File: src/rtl/dnu_lut_page_writer_pkg.sv
`default_nettype none
// ============================================================================
//  Module      : dnu_lut_page_writer_pkg
//  Description : Shared sizes, FSM encoding and page-address helper for the
//                IB-DNU f0 LUT page writer.
//  Revision    : 1.0 - initial release
// ============================================================================
package dnu_lut_page_writer_pkg;

    localparam int QUAN_SIZE       = 3;
    localparam int ENTRY_ADDR      = $clog2(2**(QUAN_SIZE*2-1));
    localparam int MULTI_FRAME_NUM = 2;
    localparam int BANK_NUM        = 1;
    localparam int LUT_PORT_SIZE   = 1;

    localparam int DATA_W     = LUT_PORT_SIZE * BANK_NUM;
    localparam int PAGE_DEPTH = 2**(ENTRY_ADDR-1);
    localparam int IDX_W      = ENTRY_ADDR - 1;

    // Address field split: MSB selects the frame page, the rest indexes it.
    localparam int OFFSET_BIT = ENTRY_ADDR - 1;
    localparam int PAGE_HI    = ENTRY_ADDR - MULTI_FRAME_NUM;

    localparam logic [1:0] ST_IDLE = 2'd0;
    localparam logic [1:0] ST_LOAD = 2'd1;
    localparam logic [1:0] ST_DONE = 2'd2;

    // Joins a frame offset and an in-page entry index into a full LUT address.
    function automatic logic [ENTRY_ADDR-1:0] make_page_addr(
        input logic             off,
        input logic [PAGE_HI:0] idx
    );
        make_page_addr = {off, idx};
    endfunction

endpackage
`default_nettype wire

File: src/rtl/dnu_lut_page_writer_if.sv
`default_nettype none
// ============================================================================
//  Module      : dnu_lut_page_writer_if
//  Description : Entry stream (valid/ready) plus replicated LUT RAM write
//                port. The writer uses the slave view, its environment the
//                master view.
//  Revision    : 1.0 - initial release
// ============================================================================
interface dnu_lut_page_writer_if;
    import dnu_lut_page_writer_pkg::*;

    logic                  in_valid;
    logic [DATA_W-1:0]     in_data;
    logic                  in_ready;
    logic [ENTRY_ADDR-1:0] page_addr_ram_replicate_0;
    logic [ENTRY_ADDR-1:0] page_addr_ram_replicate_1;
    logic [DATA_W-1:0]     ram_write_data_0;
    logic [DATA_W-1:0]     ram_write_data_1;
    logic                  ib_ram_we;

    modport slave (
        input  in_valid,
        input  in_data,
        output in_ready,
        output page_addr_ram_replicate_0,
        output page_addr_ram_replicate_1,
        output ram_write_data_0,
        output ram_write_data_1,
        output ib_ram_we
    );

    modport master (
        output in_valid,
        output in_data,
        input  in_ready,
        input  page_addr_ram_replicate_0,
        input  page_addr_ram_replicate_1,
        input  ram_write_data_0,
        input  ram_write_data_1,
        input  ib_ram_we
    );

endinterface
`default_nettype wire

File: src/rtl/dnu_lut_page_writer_lut_wr_port_reg.sv
`default_nettype none
// ============================================================================
//  Module      : dnu_lut_page_writer_lut_wr_port_reg
//  Description : Output register stage for the LUT write port; drives one
//                registered {addr, data, we} onto both read replicates.
//  Revision    : 1.0 - initial release
// ============================================================================
module dnu_lut_page_writer_lut_wr_port_reg
    import dnu_lut_page_writer_pkg::*;
(
    input  wire logic                  clk,
    input  wire logic                  rst,
    input  wire logic                  wr_en,
    input  wire logic [ENTRY_ADDR-1:0] wr_addr,
    input  wire logic [DATA_W-1:0]     wr_data,
    output logic [ENTRY_ADDR-1:0]      addr_0,
    output logic [ENTRY_ADDR-1:0]      addr_1,
    output logic [DATA_W-1:0]          data_0,
    output logic [DATA_W-1:0]          data_1,
    output logic                       we
);

    logic [ENTRY_ADDR-1:0] r_addr;
    logic [DATA_W-1:0]     r_data;
    logic                  r_we;

    // Capture a write; address/data hold their last value between writes.
    always_ff @(posedge clk or posedge rst) begin
        if (rst) begin
            r_addr <= '0;
            r_data <= '0;
            r_we   <= 1'b0;
        end else begin
            r_we <= wr_en;
            if (wr_en) begin
                r_addr <= wr_addr;
                r_data <= wr_data;
            end
        end
    end

    // A single register feeds both replicates so they can never diverge.
    assign addr_0 = r_addr;
    assign addr_1 = r_addr;
    assign data_0 = r_data;
    assign data_1 = r_data;
    assign we     = r_we;

endmodule
`default_nettype wire

File: src/rtl/dnu_lut_page_writer.sv
`default_nettype none
// ============================================================================
//  Module      : dnu_lut_page_writer
//  Description : Loads one multi-frame page of the IB-DNU f0 LUT RAM from a
//                valid/ready entry stream, writing both read replicates, and
//                reports completion/abandonment and a completed-page count.
//  Revision    : 1.0 - initial release
// ============================================================================
module dnu_lut_page_writer
    import dnu_lut_page_writer_pkg::*;
(
    input  wire logic               write_clk,
    input  wire logic               rst,
    input  wire logic               start,
    input  wire logic               target_offset,
    input  wire logic               abort,
    dnu_lut_page_writer_if.slave    bus,
    output logic                    busy,
    output logic                    done,
    output logic                    aborted,
    output logic [7:0]              load_count
);

    logic [1:0]       r_state;
    logic             r_off;
    logic [IDX_W-1:0] r_idx;
    logic [7:0]       r_load_count;
    logic             r_aborted;

    logic                  w_accept;
    logic                  w_last;
    logic [ENTRY_ADDR-1:0] w_wr_addr;

    assign w_accept  = (r_state == ST_LOAD) && bus.in_valid;
    assign w_last    = (r_idx == IDX_W'(PAGE_DEPTH-1));
    assign w_wr_addr = make_page_addr(r_off, r_idx);

    // Page-load sequencer: IDLE waits for start, LOAD counts accepted
    // entries, DONE marks the single completion cycle.
    always_ff @(posedge write_clk or posedge rst) begin
        if (rst) begin
            r_state      <= ST_IDLE;
            r_off        <= 1'b0;
            r_idx        <= '0;
            r_load_count <= 8'd0;
            r_aborted    <= 1'b0;
        end else begin
            r_aborted <= 1'b0;
            case (r_state)
                ST_IDLE: begin
                    if (start) begin
                        r_off   <= target_offset;
                        r_idx   <= '0;
                        r_state <= ST_LOAD;
                    end
                end
                ST_LOAD: begin
                    if (w_accept) begin
                        r_idx <= r_idx + 1'b1;
                    end
                    // Abort wins over completion; a same-cycle beat is
                    // still written by the port register below.
                    if (abort) begin
                        r_state   <= ST_IDLE;
                        r_aborted <= 1'b1;
                    end else if (w_accept && w_last) begin
                        r_state      <= ST_DONE;
                        r_load_count <= r_load_count + 8'd1;
                    end
                end
                ST_DONE: begin
                    r_state <= ST_IDLE;
                end
                default: begin
                    r_state <= ST_IDLE;
                end
            endcase
        end
    end

    assign bus.in_ready = (r_state == ST_LOAD);
    assign busy         = (r_state != ST_IDLE);
    assign done         = (r_state == ST_DONE);
    assign aborted      = r_aborted;
    assign load_count   = r_load_count;

    dnu_lut_page_writer_lut_wr_port_reg u_wr_port (
        .clk     (write_clk),
        .rst     (rst),
        .wr_en   (w_accept),
        .wr_addr (w_wr_addr),
        .wr_data (bus.in_data),
        .addr_0  (bus.page_addr_ram_replicate_0),
        .addr_1  (bus.page_addr_ram_replicate_1),
        .data_0  (bus.ram_write_data_0),
        .data_1  (bus.ram_write_data_1),
        .we      (bus.ib_ram_we)
    );

endmodule
`default_nettype wire

File: src/flat_wrapper.sv
// flat-port wrapper written by rule: the top's interface ports become plain ports
module dnu_lut_page_writer_flat import dnu_lut_page_writer_pkg::*;
  (write_clk, rst, start, target_offset, abort, busy, done, aborted, load_count, bus_in_valid, bus_in_data, bus_in_ready, bus_page_addr_ram_replicate_0, bus_page_addr_ram_replicate_1, bus_ram_write_data_0, bus_ram_write_data_1, bus_ib_ram_we);
  dnu_lut_page_writer_if bus_i ();
  input  wire logic write_clk;
  input  wire logic rst;
  input  wire logic start;
  input  wire logic target_offset;
  input  wire logic abort;
  output logic busy;
  output logic done;
  output logic aborted;
  output logic [7:0] load_count;
  input wire logic [$bits(bus_i.in_valid)-1:0] bus_in_valid;
  input wire logic [$bits(bus_i.in_data)-1:0] bus_in_data;
  output wire logic [$bits(bus_i.in_ready)-1:0] bus_in_ready;
  output wire logic [$bits(bus_i.page_addr_ram_replicate_0)-1:0] bus_page_addr_ram_replicate_0;
  output wire logic [$bits(bus_i.page_addr_ram_replicate_1)-1:0] bus_page_addr_ram_replicate_1;
  output wire logic [$bits(bus_i.ram_write_data_0)-1:0] bus_ram_write_data_0;
  output wire logic [$bits(bus_i.ram_write_data_1)-1:0] bus_ram_write_data_1;
  output wire logic [$bits(bus_i.ib_ram_we)-1:0] bus_ib_ram_we;
  assign bus_i.in_valid = bus_in_valid;
  assign bus_i.in_data = bus_in_data;
  assign bus_in_ready = bus_i.in_ready;
  assign bus_page_addr_ram_replicate_0 = bus_i.page_addr_ram_replicate_0;
  assign bus_page_addr_ram_replicate_1 = bus_i.page_addr_ram_replicate_1;
  assign bus_ram_write_data_0 = bus_i.ram_write_data_0;
  assign bus_ram_write_data_1 = bus_i.ram_write_data_1;
  assign bus_ib_ram_we = bus_i.ib_ram_we;
  dnu_lut_page_writer u_core (.write_clk(write_clk), .rst(rst), .start(start), .target_offset(target_offset), .abort(abort), .bus(bus_i), .busy(busy), .done(done), .aborted(aborted), .load_count(load_count));
endmodule
File: config.mk
export PLATFORM = sky130hd
export DESIGN_NAME = dnu_lut_page_writer_flat
export DESIGN_NICKNAME = d
export VERILOG_FILES = /design/src/rtl/dnu_lut_page_writer_pkg.sv /design/src/rtl/dnu_lut_page_writer_if.sv /design/src/rtl/dnu_lut_page_writer_lut_wr_port_reg.sv /design/src/rtl/dnu_lut_page_writer.sv /design/src/flat_wrapper.sv
export SDC_FILE = /design/constraint.sdc
export NUM_CORES = 1
export LEC_CHECK = 0
export BUFFER_PORTS_ARGS = -buffer_cell sky130_fd_sc_hd__buf_2
export CORE_MARGIN = 4
export CORE_UTILIZATION = 45
export DETAILED_ROUTE_END_ITERATION = 12
export PLACE_DENSITY = 0.71
export SKIP_CTS_REPAIR_TIMING = 1
export SLEW_MARGIN = 20
export SYNTH_ARGS = -nofsm -noshare
export SYNTH_HDL_FRONTEND = slang
export SYNTH_SLANG_ARGS = --single-unit
File: constraint.sdc
create_clock -name write_clk -period 2.6 [get_ports write_clk]
set_input_delay 0.13 -clock write_clk [delete_from_list [all_inputs] [get_ports write_clk]]
set_output_delay 0.13 -clock write_clk [all_outputs]
set_load 0.01 [all_outputs]
==> impl_metrics.json, run 1 <==
{
  "ant_nets": 0,
  "avgSynthCellArea_um2": 11.75,
  "first_pass_iters": 2,
  "antennaDiodeCount": 0,
  "die_width_um": 57.27,
  "crit_type": "reg2reg",
  "start_kind": "flip-flop",
  "synthToLayoutAreaGrowth_pct": 14.55,
  "synthCells": 93,
  "insertion_delay_ps": 290,
  "clockBufferDepth": 2,
  "power.density_mw_per_mm2": 613.8,
  "row_count": 17,
  "gr-total-overflow": 0,
  "arrival_ps": 1820,
  "setup_tns_ps": 0,
  "cts-htree-levels": 1,
  "whs_ps": -28.14,
  "tightestPinTransition_ps": 821.2,
  "hold_class": "in2async",
  "grt_use_total_pct": 13.08,
  "rsz0062_at_grt": "no",
  "violations": "negative hold slack",
  "clock-sinks": 23,
  "yosysWarnings": 0,
  "skew_ps": 3.644,
  "io_buffers": 31,
  "setup_viol": 0,
  "grt_pass1_vias": 748,
  "place_inst": 144,
  "ys_ff_latch": 23,
  "final_max_slew_viol_count": 0,
  "grt_first_pass_wirelength_um": 3360,
  "cts_buffers": 3,
  "die-area_mm2": 0.003279,
  "fill_cells": 217,
  "max_freq_mhz": 617.5,
  "place.gp.congestion": 0.8191,
  "yosys.cell_types.count": 25,
  "cp-end-kind": "flip-flop",
  "clkTransAtPathRegs_ps": 120,
  "seq_area_frac_synth_pct": 52.69,
  "cts_tree": "built",
  "syn_nets": 102,
  "start_util_pct": 48.45,
  "hold_viol": 23,
  "critical_path_required_ps": 2800,
  "hpwl_um": 1502,
  "via_per_inst": 5.176,
  "antenna_found_initial": 0,
  "crit_fanout": 7,
  "synth_area_leaders": "dfrtp_1 (53%), mux2_2 (9.3%), xor2_1 (5.6%)",
  "grt_max_degree": 24,
  "cts_root_buffer": "clkbuf_4",
  "min_period_over_period_pct": 62.28,
  "drt_iter0_drc": 5,
  "maxCapViolations": 0,
  "drive_above_1_share_pct": 38.33,
  "yosys.area.top_type": "dfrtp_1",
  "max-slew-margin-rel_pct": 45.19,
  "avgRoutedWirePerCell_um": 13.55,
  "status": "finished, violations left",
  "fin_crit_ps": 1619,
  "stdcell_count": 148,
  "p_leak_nw": 0.7251,
  "synth_top_area_share_pct": 52.69,
  "wl_um": 2005,
  "drc": 0,
  "vias": 766,
  "vdd_drop_max_mv": 0.4378,
  "fp.coreArea_mm2": 0.002255,
  "layout.nets": 130,
  "pin_count": 32,
  "netlist_area_mm2": 0.001092,
  "dieHeight_um": 57.27
}
-- Yosys cell counts --
cell type  number
dfrtp_1        23
mux2_2          9
buf_4           7
xor2_1          7
nand3_1         6
inv_1           5
nand2_1         4
a21oi_1         3
a22o_1          3
nor2b_1         3
nor3_1          3
nor4_1          3
ha_1            2
nand4_1         2
nor2_1          2
o21ai_0         2
and2_1          1
buf_2           1
nand2b_1        1
nand3b_1        1
nand3b_4        1
nand4b_4        1
o21bai_1        1
or2_2           1
or3_1           1
-- cell usage in the layout, fill, tap and decap left out, drive strengths merged, types with 2 or more instances in the layout --
master,instances
mux2,9
nor4,3
nor3,3
nand3b,2
inv,5
nor2b,3
o21ai,2
ha,2
nor2,2
nand4,2
nand3,6
clkbuf,4
a22o,3
buf,31
xor2,7
nand2,4
dfrtp,23
a21oi,3
-- metal layers --
| metal | track usage, % | vias up | share of wire, % |
|---|---|---|---|
| li1 | - | 372 | - |
| met1 | 16.81 | 368 | 45 |
| met2 | 21.86 | 22 | 48 |
| met3 | 2.262 | 4 | 5.4 |
| met4 | 5.298 | 0 | 2.0 |
| met5 | 0 | - | 0 |
-- path summary, 6_finish.rpt --
path                                 startpoint                 endpoint  slack, ps  depth (start not counted)
max                             u_core.r_idx[1]     u_core.load_count[1]        980                          4
min                                         rst  u_core.u_wr_port.data_0        -30                          2
max reg2reg                     u_core.r_idx[1]     u_core.load_count[1]        980                          4
min reg2reg                u_core.load_count[7]     u_core.load_count[7]        490                          1
max in group asynchronous                   rst        u_core.r_state[0]       2120                          2
min in group write_clk            target_offset             u_core.r_off         60                          2
-- power by group --
part,internal (W),switching (W),total (W)
sequential,0.000397,0.0000383,0.000436
clock,0.0000596,0.0000972,0.000157
combinational,0.0000870,0.0000886,0.000176
total,0.000544,0.000224,0.000768
-- registers in the layout (all words and copies together), names as in the netlist --
name / flops
u_core.r_idx: 4
u_core.r_off: 1
u_core.r_state: 2
u_core.u_wr_port.addr_0: 5
u_core.u_wr_port.data_0: 1
u_core.aborted: 1
u_core.u_wr_port.we: 1
u_core.load_count: 8
-- critical path, cell delays in order, from the launching register on --
cell and delay (ps):
dfrtp_1 450, ha_1 310, nand4b_4 170, nor2_1 230, mux2_2 360
-- cell type report --
type | count | area, um2 | share of cell area (%)
Inverter | 5 | 18.77 | 1.500
Tap cell | 28 | 35.03 | 2.800
Timing Repair Buffer | 31 | 155.1 | 12.40
Multi-Input combinational cell | 57 | 440.4 | 35.20
Clock buffer | 4 | 26.28 | 2.100
Sequential cell | 23 | 575.6 | 46.00
-- through the flow --
| step | utilization [%] | power, W | hold slack [ps] | setup slack (ps) | instance area [um2] |
|---|---|---|---|---|---|
| floorplan | - | 0.0005748 | 131.9 | 1170 | 1092 |
| global route | 55.49 | 0.0008150 | 35.24 | 865.2 | 1251 |
| CTS | 55.49 | 0.0007808 | -7.566 | 966.9 | 1251 |
| finish | 55.49 | 0.0007679 | -28.14 | 980.7 | 1251 |
| global placement | 54.33 | 0.0006102 | 335.1 | 1099 | 1225 |
| detailed placement | 54.33 | 0.0006207 | 330.5 | 1010 | 1225 |
-- logic make-up (layout without fill, tap and decap cells) --
family / count (synthesis) / count (layout) / share of synthesized area (%)
simple gates: 30 / 30 / 17.76
flops: 23 / 23 / 52.69
buf+inv: 13 / 40 / 6.987
compound gates: 9 / 9 / 5.384
mux: 9 / 9 / 9.279
xor+xnor: 7 / 7 / 5.613
fa+ha+maj: 2 / 2 / 2.291
Note: power is estimated with default switching activity, not from simulation.
==> run 2: changes to the inputs <==
ABC_AREA = 1   (was unset)
clock period = 1.5 ns   (was 2.6 ns; I/O delays follow)
==> impl_metrics.json, run 2 <==
{
  "status": "complete, no violations",
  "insertion_delay_ps": 300,
  "start_kind": "flip-flop",
  "synthToLayoutAreaGrowth_pct": 18.49,
  "p_leak_nw": 0.7342,
  "max-slew-margin-rel_pct": 79.69,
  "yosysWarnings": 0,
  "ys.flop_type": "dfrtp_1",
  "die_width_um": 57.97,
  "power_frac_comb_pct": 23.5,
  "synthCells": 134,
  "synthTopCellsByCount": "nand2_1 (46), dfrtp_1 (23), inv_1 (16), nor2_1 (11), o21ai_0 (9)",
  "pin_count": 32,
  "drt_iter0_drc": 20,
  "vias": 927,
  "final_max_slew_viol_count": 0,
  "skew_ps": 4.990,
  "swShare_pct": 30.78,
  "reg2reg_slack_ps": 160,
  "place_area_mm2": 0.001265,
  "hold_class": "in2reg",
  "layout.nets": 177,
  "setup_tns_ps": 0,
  "cp-end-kind": "flip-flop",
  "drc": 0,
  "grt_max_degree": 24,
  "power.density_mw_per_mm2": 1008,
  "first_pass_iters": 4,
  "multiInputGateArea_um2": 431.7,
  "fp.coreArea_mm2": 0.002297,
  "yosys.cell_types.count": 19,
  "reg2regPathDepth": 5,
  "wl_um": 2329,
  "largest_reg_flops": 8,
  "vdd_drop_max_mv": 0.6901,
  "final_core_util_pct": 57.95,
  "reg2reg_from": "u_core.r_idx[1]",
  "fill_cells": 224,
  "ys_ff_latch": 23,
  "cts_tree": "built",
  "synth_top_area_share_pct": 51.22,
  "critical_path_required_ps": 1720,
  "row_count": 17,
  "power.total_w": 0.001342,
  "drive_above_1_share_pct": 23.95,
  "syn_nets": 143,
  "final_design_area_no_fill_mm2": 0.001331,
  "cts_root_buffer": "clkbuf_4",
  "start_util_pct": 48.91,
  "synth_edf_count": 0,
  "grt_first_pass_wirelength_um": 3691,
  "hold_viol": 0,
  "clockBufferDepth": 2,
  "netlist_area_mm2": 0.001124,
  "ant_nets": 0,
  "min_period_over_period_pct": 89.09,
  "via_per_inst": 4.754,
  "grt_pass1_vias": 883,
  "tightestPinTransition_ps": 303.7,
  "clkTransAtPathRegs_ps": 120,
  "final_common_cell": "nand2_1",
  "avgSynthCellArea_um2": 8.385,
  "grt_use_total_pct": 14.16,
  "maxCapViolations": 0,
  "yosys.area.top_type": "dfrtp_1",
  "hp-start": "start",
  "antenna_found_initial": 0,
  "synthArstFlopShare_pct": 100.0,
  "clock-sinks": 23,
  "hpwl_um": 1738,
  "setup_viol": 0,
  "place.gp.congestion": 0.7439,
  "dieHeight_um": 57.97,
  "crit_type": "reg2reg",
  "p_sw_w": 0.0004131,
  "p_int_w": 0.0009288,
  "crit_fanout": 8,
  "pwr-share-clk_pct": 20.7,
  "gr-total-overflow": 0,
  "yosysMostFrequentCell": "nand2_1",
  "synth_area_leaders": "dfrtp_1 (51%), nand2_1 (15%), inv_1 (5.3%)",
  "seq_power_share_pct": 55.8,
  "avgRoutedWirePerCell_um": 11.94,
  "cts_buffers": 3,
  "io_buffers": 31,
  "r2r-end": "u_core.load_count[3]",
  "antennaDiodeCount": 0,
  "whs_endpoint": "u_core.r_idx[3]",
  "layout_common_cells": "nand2_1 (46), buf_2 (31), dfrtp_1 (23)",
  "die-area_mm2": 0.003361,
  "fin_crit_ps": 1336,
  "min_path_cells": 4,
  "seqCellArea_um2": 575.6,
  "rsz0062_at_grt": "no",
  "seq_area_frac_synth_pct": 51.22,
  "max_freq_mhz": 748.3,
  "arrival_ps": 1560,
  "cts-htree-levels": 1
}
-- run 2: kinds of logic (layout without fill, tap and decap cells) --
group,Yosys count,after routing,synth area share (%)
buf+inv,23,56,10.36
xor+xnor,1,1,0.7797
flops,23,23,51.22
fa+ha+maj,2,2,2.227
simple gates,73,73,29.84
compound gates,12,12,5.567
-- run 2: layout make-up --
cell class	instances	area share, %
flip-flops and latches	23	43.23
repair buffers	36	15.23
well taps	28	2.632
inverters	16	4.511
multi-input cells	88	32.42
clock buffers	4	1.974
-- run 2: critical path, stage by stage (launching register included) --
cell	delay [ps]
dfrtp_1	390
ha_1	210
nand3_2	140
nor3_4	320
nand2_1	90
o21ai_0	100
-- run 2: power groups by stage --
| stage | registers, W | logic [W] | clock network (W) |
|---|---|---|---|
| 6_report | 0.000749 | 0.000315 | 0.000278 |
| 5_1_grt | 0.000760 | 0.000353 | 0.000324 |
| 3_5_place_dp | 0.000761 | 0.000313 | 0 |
| 4_1_cts | 0.000749 | 0.000313 | 0.000291 |
| 3_3_place_gp | 0.000756 | 0.000304 | 0 |
| 2_1_floorplan | 0.000781 | 0.000211 | 0 |
-- run 2: stage by stage --
step | std cells | hold slack (ps) | worst slack (ps)
2_1_floorplan | 134 | 76.92 | 325.9
3_3_place_gp | 187 | 125.3 | 244.9
3_5_place_dp | 187 | 130.7 | 152.8
4_1_cts | 191 | -213.4 | 126.2
5_1_grt | 195 | 112.5 | 29.97
6_report | 195 | 113.2 | 163.6
-- run 2: metal layers --
| layer | global-route usage (%) | vias to the layer above | wire, um |
|---|---|---|---|
| met5 | 0 | - | 0 |
| met4 | 5.960 | 0 | 15 |
| met3 | 2.895 | 2 | 113 |
| li1 | - | 481 | - |
| met2 | 25.81 | 18 | 1213 |
| met1 | 15.85 | 426 | 985 |
-- run 2: how the worst max path moves through the flow --
| stage | start | endpoint | slack, ps | depth (start not counted) |
|---|---|---|---|---|
| after global routing | u_core.r_idx[1] | u_core.load_count[2] | 30 | 6 |
| after CTS | u_core.r_idx[0] | u_core.load_count[3] | 130 | 5 |
| after global placement | u_core.r_idx[0] | u_core.load_count[3] | 240 | 4 |
| after floorplan | u_core.r_idx[0] | u_core.load_count[2] | 330 | 6 |
| final | u_core.r_idx[1] | u_core.load_count[3] | 160 | 5 |
| after detailed placement | u_core.r_idx[0] | u_core.load_count[3] | 150 | 5 |
